<file path="src/rtl/req_capture_prio_enc.sv">
// Request-capture stage: latches request pulses into a pending register and
// presents the highest-priority unmasked pending index over valid/ready.
module req_capture_prio_enc #(
    parameter int N         = 8,
    parameter int IDX_W     = 3,
    parameter bit EDGE_MODE = 1'b1
) (
    input  logic             clk,
    input  logic             rst,
    input  logic [N-1:0]     req_in,
    input  logic [N-1:0]     mask,
    input  logic             out_ready,
    input  logic             clr_overflow,
    output logic [IDX_W-1:0] out_idx,
    output logic             out_valid,
    output logic [N-1:0]     pending,
    output logic             overflow
);

    typedef enum logic {IDLE, HOLD} state_t;

    state_t           state_q, state_d;
    logic [N-1:0]     req_q;
    logic [N-1:0]     set_vec;
    logic [N-1:0]     clr_vec;
    logic [N-1:0]     cand;
    logic [N-1:0]     pending_d;
    logic [IDX_W-1:0] sel_idx;
    logic             cand_any;
    logic             accept;
    logic             ovf_event;

    always_comb begin
        set_vec   = EDGE_MODE ? (req_in & ~req_q) : req_in;
        cand      = pending & ~mask;
        cand_any  = |cand;
        accept    = (state_q == HOLD) && out_ready;
        clr_vec   = accept ? (N'(1) << out_idx) : '0;
        // Set is OR-ed in after the clear, so a same-cycle arrival survives.
        pending_d = (pending & ~clr_vec) | set_vec;
        ovf_event = |(set_vec & pending & ~clr_vec);
    end

    // MSB-first: later iterations overwrite, so the highest set index wins.
    always_comb begin
        // NOTE: default assigned first so no path leaves sel_idx unassigned (no latch).
        sel_idx = '0;
        for (int i = 0; i < N; i++) begin
            if (cand[i]) sel_idx = IDX_W'(i);
        end
    end

    always_comb begin
        state_d = state_q;
        case (state_q)
            IDLE:    if (cand_any) state_d = HOLD;
            HOLD:    if (out_ready) state_d = IDLE;
            default: state_d = IDLE;
        endcase
    end

    // NOTE: sequential state uses non-blocking assignments so every register
    // samples the pre-edge values regardless of statement order.
    always_ff @(posedge clk) begin
        if (rst) begin
            state_q   <= IDLE;
            req_q     <= '0;
            pending   <= '0;
            out_idx   <= '0;
            out_valid <= 1'b0;
            overflow  <= 1'b0;
        end else begin
            state_q   <= state_d;
            req_q     <= req_in;
            pending   <= pending_d;
            overflow  <= ovf_event | (overflow & ~clr_overflow);
            out_valid <= (state_d == HOLD);
            // Index is only loaded on entry to HOLD; it stays frozen while presented.
            if (state_q == IDLE && cand_any) out_idx <= sel_idx;
        end
    end

endmodule

</file>
<file path="config.mk">
export PLATFORM = sky130hd
export DESIGN_NAME = req_capture_prio_enc
export DESIGN_NICKNAME = d
export VERILOG_FILES = /design/src/rtl/req_capture_prio_enc.sv
export SDC_FILE = /design/constraint.sdc
export NUM_CORES = 1
export LEC_CHECK = 0
export CAP_MARGIN = 30
export CORE_MARGIN = 3
export CORE_UTILIZATION = 39
export DETAILED_ROUTE_END_ITERATION = 8
export GPL_ROUTABILITY_DRIVEN = 0
export PLACE_DENSITY_LB_ADDON = 0.3
export SLEW_MARGIN = 25
export SYNTH_ARGS = -nofsm -noshare
export SYNTH_HDL_FRONTEND = slang
export SYNTH_SLANG_ARGS = --single-unit
</file>
<file path="constraint.sdc">
create_clock -name clk -period 2.18 [get_ports clk]
set_clock_uncertainty 0.2 [all_clocks]
set_input_delay 0.545 -clock clk [delete_from_list [all_inputs] [get_ports clk]]
set_output_delay 0.545 -clock clk [all_outputs]
set_load 0.02 [all_outputs]
</file>
After elaboration in Yosys (flattened, before gate mapping). Cells that the tools add are included.

Bits in registers: 21. Output and inout port bits: 13. Logic and storage cells: 34.

Shift-type cells: 1. Mux-type cells: 11. Bitwise gates (word level): 13. Reductions and logical operators: 4.

Operators by type and width (number): $and A8 B8 Y8 (5); $not A8 Y8 (3); $mux W3 (6); $reduce_or A8 Y1 (2); $mux W8 (1); $or A8 B8 Y8 (1); $shl A1 B3 Y8 const A (1); $mux W1 (3); $logic_and A1 B1 Y1 (2); $not A1 Y1 (2); $pmux W1 S2 (1); $and A1 B1 Y1 (1); $or A1 B1 Y1 (1).

Longest topological paths before layout. Gate-level depths: netlist of run 1.

Depth after elaboration: 9. Depth in mapped cells: 5. Gate-level depth less buffers: 5.

Worst setup path after synthesis of run 1. No wires, ideal clock.

Path kind: input port to flip-flop. Start point: input port mask[7]. End point: register out_idx[1]. Library setup time: 0.129 ns. Arrival time: 1.284 ns. Data required time: 1.851 ns. Slack: 0.567 ns. Stages: 5. Buffers on the path: 0. Path through: and2b_1 nor4_4 a31oi_2 o311a_1 nor3_2.

Word-level cells in the longest chain between the ends: 4. Elaborated cells on any way between the ends: 5. Classes of those cells: mux: 1; bitwise: 2; reduce/logical: 2.

Ends and longest elaborated chain: start: declaration (line 11) `input logic [N-1:0] mask,`; $not A8 Y8 (*) (line 35) `cand = pending & ~mask;`; $and A8 B8 Y8 (*) (line 35); $reduce_or A8 Y1 (line 36) `cand_any = |cand;`; $logic_and A1 B1 Y1 (line 79) `if (state_q == IDLE && cand_any) out_idx <= sel_idx;`; end signal: assignment (line 79); end: declaration (line 14) `output logic [IDX_W-1:0] out_idx,`.

Every way passes the cells marked *; elsewhere a longest branch is shown, timed or not. A chain may end at the register's enable or synchronous reset.

Worst setup path in the final report of run 1.
Start point: register pending[2]. End point: output port pending[2].

RTL lines: start: declaration (line 16) `output logic [N-1:0] pending,`; start signal: assignment (line 75) `pending <= pending_d;`.

No word-level cell between the ends.

==> impl_results.md, run 1 <==
- TritonCTS Sinks: 21
- Cell area after layout: between 1000 and 1500 um2
- Worst path required time: ~1400 ps
- Post-synth top area cell: dfxtp_1
- Summed instance area of the synthesized netlist: 943.4 um2
- Postcts setup bufs: 0
- Total CTS buffers: 3
- Overall via count from detail_route: 871
- Die Area: 3045 um2
- Via count of the first global-routing pass: 848
- Count of non-filler cells in the finished layout: approximately 170
- Aggregate global-route resource usage: approximately 17%
- Critical Path Source: pending[2]
- Avg Inst Size Synth: 9.071 um2
- Total nets after synthesis: 124
- Starting density of the core: 41.84%
- Number of diodes: 0
- Share of synthesized flip-flops with an asynchronous set or reset: 0%
- List of most frequent post-synthesis cells: 21 x dfxtp_1, 14 x nor2b_1, 13 x nand2_1, 11 x a21oi_1, 9 x nand2b_1
- Maximum VDD drop: 0.3542 mV
- Actual transition at the worst max-transition pin: 376.0 ps
- Data arrival time of the critical path: between 1000 and 1500 ps
- TritonCTS clock tree: built
- Max Clk Rate: 478.6 MHz
- Endpoints failing setup: 0
- Port buffer count: 32
- Final Hold Vio Count: 0
- Wire length of the first global-routing pass: 3.601 mm
- Top cell type's share of synthesized area: approximately 45%
- Hold Crit Class: register to register
- Maximum fanout along the worst path: 4
- Final standard cell utilization of the core: 59.49%
- Deepest level of the CTS H-tree: 1
- Number of instances in the synthesized netlist: 104
- Die width: 55.19 um
- Number of stages on the worst hold path: 2
- Placed cells: 165
- RSZ-0062 raised after global routing: no
- Proportion of layout cells with a drive suffix above 1: 11.35%
- Yosys reg bits: 21
- CP max stage cell: clkdlybuf4s50_1
- Overall routed net length: 2.293 mm
- Period Utilization, post-route: 95.85%
- Cell Area, Placed: roughly 1300 um2
- Total gr overflow: 0
- Sequential area share after synthesis: 44.56%
- WP buf/inv: 1
- Worst relative slew slack: between 70% and 80%
- Max-Cap Viols: 0
- DRC marker count from the first detailed-route iteration: 24
- Outcome: complete, no violations
- Number of top-level pins: 33
- Reg-to-reg startpoint: state_q
- Dominant register cell in the synthesized netlist: dfxtp_1
- Die Span Y: 55.19 um
- Crit-path cells: clkdlybuf4s50_1
- Type of the worst setup path: register to primary output
- Unique cell type count in the Yosys netlist: 28
- Pins over their slew limit: 0
- CP top delay family: buffers and inverters
- Worst reg2reg endpoint: overflow
- Critical Path Max Stage Delay: 630 ps
- Final Hold Slack: 325.3 ps
- Depth of the critical timing path with buffers and inverters included: 1
- 1st-pass router iterations: 4
- FP Rows: 17
- Worst setup path endpoint: pending[2]
- Core area: 2255 um2
- Power density normalized to cell area: 663.6 nW/um2
- Leak: approximately 0.53 nW
- Most area-consuming cells after synthesis: dfxtp_1 45%, nor2b_1 9.3%, nand2b_1 6.0%
- Kind of capture point of the worst setup path: primary output
- Most frequently used cell type in the post-synthesis netlist: dfxtp_1
- Worst R2R Setup Slack: between 500 and 600 ps
- Maximum number of pins on one net before global-route repair: 14
- Clock transition time at the flip-flop clock pins of the worst setup and hold paths: 130 ps
- Number of warnings printed during yosys synthesis: 0
- Maximum clock insertion buffer count: 2
- Post-synth EDFFs: 0
- Detailed placement HPWL: approximately 1.8 mm
- Launching element type of the critical path: register
- Final critical-path required period: between 2000 and 2500 ps
- Cell chosen for the clock root: clkbuf_4
- Setup TNS Final: 0 ps
- Initial antenna violation count: 0
- Clock latency of the later-clocked register in the worst-skew pair: slightly above 300 ps
- Routed wirelength normalized by instance count: 13.57 um
- R2R cell count: 5
- DRC: 0
- Post-DRT Antenna Nets: 0
- Synth-to-layout area growth: 42.18%
- Post-detailed-route via-to-cell ratio: 5.154
- Number of nets in the layout: 162
-- what timing repair did --
action | CTS | global route
hold endpoints to repair | 0 | 0
hold buffers | 0 | 0
resized for setup | 2 | 0
endpoints found under the setup margin | 2 | 0
-- placed cells by master, fill, tap and decap left out, types with 2 or more instances in the layout --
cell type / netlist / final
o22a_1: 3 / 3
inv_1: 4 / 4
buf_4: 0 / 3
nand2b_1: 9 / 9
nand2_1: 13 / 13
nor2b_1: 14 / 14
clkdlybuf4s50_1: 0 / 30
clkbuf_4: 0 / 3
nor2_1: 6 / 6
a21oi_1: 11 / 11
dfxtp_1: 21 / 21
dlygate4sd2_1: 0 / 2
nor2b_4: 2 / 2
a41oi_1: 2 / 2
-- power breakdown --
part           internal, mW  switching, mW
Clock                0.0700          0.129
Sequential            0.417         0.0272
Combinational         0.130          0.117
-- logic make-up after synthesis --
logic type | Yosys count | share of synthesized area [%]
buf+inv | 6 | 2.387
simple gates | 52 | 34.09
flops | 21 | 44.56
compound gates | 25 | 18.97
-- worst min-delay path by stage --
stage / slack, ps / start / endpoint
after floorplan: 290 / req_q[4] / pending[4]
after global placement: 280 / pending[3] / pending[3]
after detailed placement: 310 / pending[4] / pending[4]
after CTS: 330 / pending[5] / pending[5]
after global routing: 340 / pending[3] / pending[3]
final: 330 / pending[5] / pending[5]
-- per-layer routing --
| metal | track usage (%) | wire (um) | vias to the layer above |
|---|---|---|---|
| li1 | - | - | 428 |
| met1 | 18.99 | 925 | 399 |
| met2 | 29.13 | 1143 | 36 |
| met3 | 3.485 | 166 | 8 |
| met4 | 10.12 | 58 | 0 |
| met5 | 0 | 0 | - |
-- sequential cells by signal (all words and copies together) (netlist names) --
register and cells:
overflow 1, pending 8, out_idx 3, state_q 1, req_q 8
-- per-stage QoR --
step / setup WS (ps) / power, mW
floorplan: 566.6 / 0.5814
global placement: 75.49 / 0.6952
detailed placement: -2.494 / 0.7033
CTS: 69.20 / 0.8997
global route: 29.30 / 0.9338
finish: 90.45 / 0.8901
-- cell type report --
cell class                      instances  area [um2]
Multi-Input combinational cell         77       500.5
Clock inverter                          1       7.507
Inverter                                4       15.01
Clock buffer                            3       22.52
Timing Repair Buffer                   35       340.3
Fill cell                             220       913.4
Sequential cell                        21       420.4
Tap cell                               28       35.03
No activity file was read; power rests on OpenSTA's default activity.
==> run 2: changes to the inputs <==
--- a/config.mk
+++ b/config.mk
@@ -5,12 +5,13 @@
 export SDC_FILE = /design/constraint.sdc
 export NUM_CORES = 1
 export LEC_CHECK = 0
+export ABC_CLOCK_PERIOD_IN_PS = 2180
 export CAP_MARGIN = 30
 export CORE_MARGIN = 3
 export CORE_UTILIZATION = 39
 export DETAILED_ROUTE_END_ITERATION = 8
 export GPL_ROUTABILITY_DRIVEN = 0
-export PLACE_DENSITY_LB_ADDON = 0.3
+export PLACE_DENSITY = 0.82
 export SLEW_MARGIN = 25
 export SYNTH_ARGS = -nofsm -noshare
 export SYNTH_HDL_FRONTEND = slang
==> run 2 against run 1 <==
Net effect: critical path type unchanged; largest cell class unchanged; sequential cell count is the same; combinational power grew 4%; fmax shrank 0.18%; clock power shrank 5%.
==> impl_results.md, run 2 (synthesized netlist as in run 1, its figures left out) <==
- Outcome: complete, no violations
- Sequential share of power: 49.6%
- Overall routed net length: 2.270 mm
- FP Rows: 17
- Maximum fanout along the worst path: 4
- Total CTS buffers: 3
- Clock latency of the later-clocked register in the worst-skew pair: ~300 ps
- Worst path required time: 1430 ps
- Setup TNS Final: 0 ps
- CP max stage cell: clkdlybuf4s50_1
- Switching power as a share of total power: 29.52%
- Endpoints failing setup: 0
- 1st-pass router iterations: 4
- Port buffer count: 32
- Leak: 0.5423 nW
- Core area: between 2000 and 2500 um2
- CTS Hold Bufs: 0
- Actual transition at the worst max-transition pin: 273.2 ps
- Setup ws final: approximately 87 ps
- Largest registers ranked by flip-flop count: pending x8, req_q x8, out_idx x3
- Die Area: 3045 um2
- Critical Path Source: pending[2]
- CP top delay family: buffers and inverters
- Number of nets in the layout: 163
- Detailed placement HPWL: 1.783 mm
- R2R cell count: 5
- Die Span Y: 55.19 um
- Maximum number of pins on one net before global-route repair: 21
- Power density normalized to cell area: 656.0 nW/um2
- Number of diodes: 0
- Reg-to-reg startpoint: pending[1]
- Internal power of the cells: 624.2 uW
- Part of the total power dissipated in combinational logic: 28.9%
- Post-detailed-route via-to-cell ratio: slightly below 5
- Max-Cap Viols: 0
- Crit-path cells: clkdlybuf4s50_1
- Pre-CTS setup slack: -48.60 ps
- Period Utilization, post-route: 96.02%
- Final Hold Vio Count: 0
- Hold Crit Start: pending[4]
- Number of stages on the worst hold path: 2
- RSZ-0062 raised after global routing: no
- Critical Path Max Stage Delay: around 630 ps
- Synth-to-layout area growth: 43.10%
- Die width: 55.19 um
- Hold Crit Class: register to register
- Type of the worst setup path: register to primary output
- Wire length of the first global-routing pass: approximately 3.4 mm
- Kind of capture point of the worst setup path: primary output
- Maximum VDD drop: 0.4272 mV
- Deepest level of the CTS H-tree: 1
- Aggregate global-route resource usage: between 10% and 20%
- DRC: 0
- Depth of the critical timing path with buffers and inverters included: 1
- Launching element type of the critical path: register
- Post-DRT Antenna Nets: 0
- Data arrival time of the critical path: around 1400 ps
- Overall via count from detail_route: 845
- Commonest cells after routing, fill and taps aside: 31 x clkdlybuf4s50_1, 21 x dfxtp_1, 14 x nor2b_1, 13 x nand2_1, 11 x a21oi_1
- Cell chosen for the clock root: clkbuf_4
- DRC marker count from the first detailed-route iteration: 6
- Worst relative slew slack: 81.79%
- Initial antenna violation count: 0
- Routed wirelength normalized by instance count: 13.35 um
- Number of top-level pins: 33
- Max Clk Rate: 477.7 MHz
- Total gr overflow: 0
- Proportion of layout cells with a drive suffix above 1: between 10% and 20%
- Via count of the first global-routing pass: approximately 770
- Clock transition time at the flip-flop clock pins of the worst setup and hold paths: ~120 ps
- Pins over their slew limit: 0
- Starting density of the core: between 40% and 50%
- WP buf/inv: 1
- Clock share of power: 21.4%
- Most common library cell in the layout ignoring fill and taps: clkdlybuf4s50_1
- Net Switching: between 200 and 300 uW
- TritonCTS Sinks: 21
- Maximum clock insertion buffer count: 2
- TritonCTS clock tree: built
- Final critical-path required period: 2093 ps
[run 2: area by class of cell]
type	count	area (um2)
inverters	4	15.01
multi-input cells	77	500.5
clock buffers	4	26.28
well taps	28	35.03
flip-flops and latches	21	420.4
fillers	212	904.6
repair buffers	36	352.8
[run 2: final timing paths]
kind / slack (ps) / endpoint
setup / recovery: 90 / pending[2]
hold / removal: 310 / pending[4]
setup reg to reg: 590 / out_idx[0]
hold reg to reg: 310 / pending[4]
[run 2: per-layer routing]
layer	track usage [%]	share of wire (%)	routed length [um]	vias to the layer above
met1	20.42	48	1084	389
met2	25.98	47	1058	24
met3	2.681	4.2	96	2
met4	7.287	1.4	31	0
met5	0	0	0	-
li1	-	-	-	430
[run 2: timing repair]
item                       in CTS  in global routing
setup endpoints to repair       0                  1
buffers inserted                0                  0
resized for setup               0                  1
[run 2: power by group through the flow]
stage	combinational, mW	sequential, mW	clock [mW]
3_3_place_gp	0.251	0.447	0
4_1_cts	0.258	0.439	0.194
3_5_place_dp	0.257	0.448	0
6_report	0.256	0.439	0.190
2_1_floorplan	0.102	0.479	0
5_1_grt	0.280	0.444	0.205
[run 2: per-stage QoR]
step / cell area, um2 / cells / util (%) / hold slack (ps) / total power [mW]
after floorplan: 943.4 / 104 / - / 288.1 / 0.5814
after global placement: 1321 / 166 / 58.60 / 295.0 / 0.6990
after detailed placement: 1321 / 166 / 58.60 / 294.9 / 0.7053
after CTS: 1348 / 170 / 59.77 / 321.3 / 0.8918
after global routing: 1350 / 170 / 59.88 / 347.9 / 0.9290
final: 1350 / 170 / 59.88 / 314.1 / 0.8856
==> run 3: changes to the inputs <==
--- a/config.mk
+++ b/config.mk
@@ -10,8 +10,9 @@
 export CORE_MARGIN = 3
 export CORE_UTILIZATION = 39
 export DETAILED_ROUTE_END_ITERATION = 8
+export DONT_BUFFER_PORTS = 1
 export GPL_ROUTABILITY_DRIVEN = 0
-export PLACE_DENSITY = 0.82
+export PLACE_DENSITY = 0.64
 export SLEW_MARGIN = 25
 export SYNTH_ARGS = -nofsm -noshare
 export SYNTH_HDL_FRONTEND = slang
==> run 3 against run 2 <==
Net effect: sequential cell count unchanged; clock power decreased by 5%; total power decreased by 12%; combinational power decreased by 52%; cell count decreased by 20%; non-clock buffer count decreased by 34; sequential share of layout area increased by 10 points; critical path depth increased by 4; die area unchanged; fmax increased by 16%.
==> impl_results.md, run 3 (synthesized netlist as in run 1, its figures left out) <==
- DRC marker count from the first detailed-route iteration: 17
- Met1 layer usage reported by global route: 18.20%
- Number of nets in the layout: 129
- Final Hold Vio Count: 0
- FP Rows: 17
- WP buf/inv: 0
- Core area: 2255 um2
- Die Area: 3045 um2
- Setup TNS Final: 0 ps
- Period Utilization, post-route: 83.00%
- Die width: 55.19 um
- Resized cells post-CTS: 0
- Overall via count from detail_route: 731
- Hold Crit Class: primary input to register
- Commonest cells after routing, fill and taps aside: 21 x dfxtp_1, 14 x nor2b_1, 13 x nand2_1, 11 x a21oi_1, 9 x nand2b_1
- Launching element type of the critical path: register
- Wire length of the first global-routing pass: a little over 3 mm
- Data arrival time of the critical path: 1780 ps
- Port buffer count: 0
- CP top delay family: flip-flops
- Routed wirelength normalized by instance count: 15.06 um
- Aggregate global-route resource usage: 15.06%
- RSZ-0062 raised after global routing: no
- Post-DRT Antenna Nets: 0
- Largest registers ranked by flip-flop count: pending x8, req_q x8, out_idx x3
- Power after layout: 781.6 uW
- Total CTS buffers: 3
- Detailed placement HPWL: 1.600 mm
- Post-detailed-route via-to-cell ratio: about 5.4
- Clock latency of the later-clocked register in the worst-skew pair: 300 ps
- Maximum VDD drop: 0.3672 mV
- Total gr overflow: 0
- Most common library cell in the layout ignoring fill and taps: dfxtp_1
- Worst relative slew slack: between 70% and 80%
- Via count of the first global-routing pass: 712
- R2R cell count: 5
- Deepest level of the CTS H-tree: 1
- CP max stage cell: dfxtp_1
- GR Util met2: 24.02%
- Peak-usage layer in the global routing report: met2
- Leak: 0.3982 nW
- Endpoints failing setup: 0
- Initial antenna violation count: 0
- TritonCTS Sinks: 21
- Met3 capacity usage during global routing: 4.826%
- Maximum number of pins on one net before global-route repair: 22
- Die Span Y: 55.19 um
- Clock transition time at the flip-flop clock pins of the worst setup and hold paths: ~110 ps
- Power density normalized to cell area: 772.2 nW/um2
- Synth-to-layout area growth: 7.294%
- Outcome: complete, no violations
- Proportion of layout cells with a drive suffix above 1: 12.96%
- Crit-path cells: and3_2 > nand3_2 > a32oi_1 > o21a_1 > a41oi_1
- Maximum clock insertion buffer count: 2
- DRC: 0
- Maximum fanout along the worst path: 7
- Pins over their slew limit: 0
- Depth of the critical timing path with buffers and inverters included: 5
- Actual transition at the worst max-transition pin: about 430 ps
- 1st-pass router iterations: 4
- Number of top-level pins: 33
- Max Clk Rate: 552.7 MHz
- Type of the worst setup path: register to register
- Postcts setup bufs: 0
- Number of diodes: 0
- Max-Cap Viols: 0
- Starting density of the core: 41.84%
- Overall routed net length: 2.048 mm
- Kind of capture point of the worst setup path: register
- Number of stages on the worst hold path: 1
- Cell chosen for the clock root: clkbuf_4
- TritonCTS clock tree: built
- Final standard cell utilization of the core: 44.89%
- Critical Path Max Stage Delay: 570 ps
- Final critical-path required period: 1809 ps
- CTS Hold Bufs: 0
- Worst path required time: 2150 ps
## run 3: changes by cell type in the layout (fill, tap and decap cells not counted)
cell | previous run | this run
clkdlybuf4s50_1 | 31 | 0
dlymetal6s2s_1 | 1 | 0
buf_4 | 4 | 2
## run 3: stage by stage
| step | cell area [um2] | hold slack, ps | cells | setup WS (ps) |
|---|---|---|---|---|
| floorplan | 943.4 | 288.1 | 104 | 566.6 |
| global placement | 985.9 | 296.3 | 132 | 417.0 |
| detailed placement | 985.9 | 298.6 | 132 | 405.4 |
| CTS | 1012 | 84.77 | 136 | 352.8 |
| global route | 1012 | 74.93 | 136 | 258.6 |
| finish | 1012 | 99.53 | 136 | 370.6 |
## run 3: worst paths after layout
path | from | end | slack (ps)
worst max-delay path | state_q | overflow | 370
worst min-delay path | rst | out_idx[1] | 100
worst max register to register | state_q | overflow | 370
worst min register to register | req_q[6] | pending[6] | 310
## run 3: cell type report
class | instances | area (um2)
fillers | 242 | 1242
inverters | 4 | 15.01
flip-flops and latches | 21 | 420.4
repair buffers | 2 | 15.01
well taps | 28 | 35.03
multi-input cells | 77 | 500.5
clock buffers | 4 | 26.28
## run 3: routing by layer
layer	share of wire, %	vias to the layer above
met5	0	-
met4	0.68	0
met3	10	2
met2	47	24
met1	43	342
li1	-	363
## run 3: report_power, final
part	internal [mW]	leakage, nW	switching [mW]	total (mW)
clock	0.0712	0.0150	0.110	0.181
sequential	0.416	0.175	0.0600	0.476
combinational	0.0612	0.208	0.0632	0.124
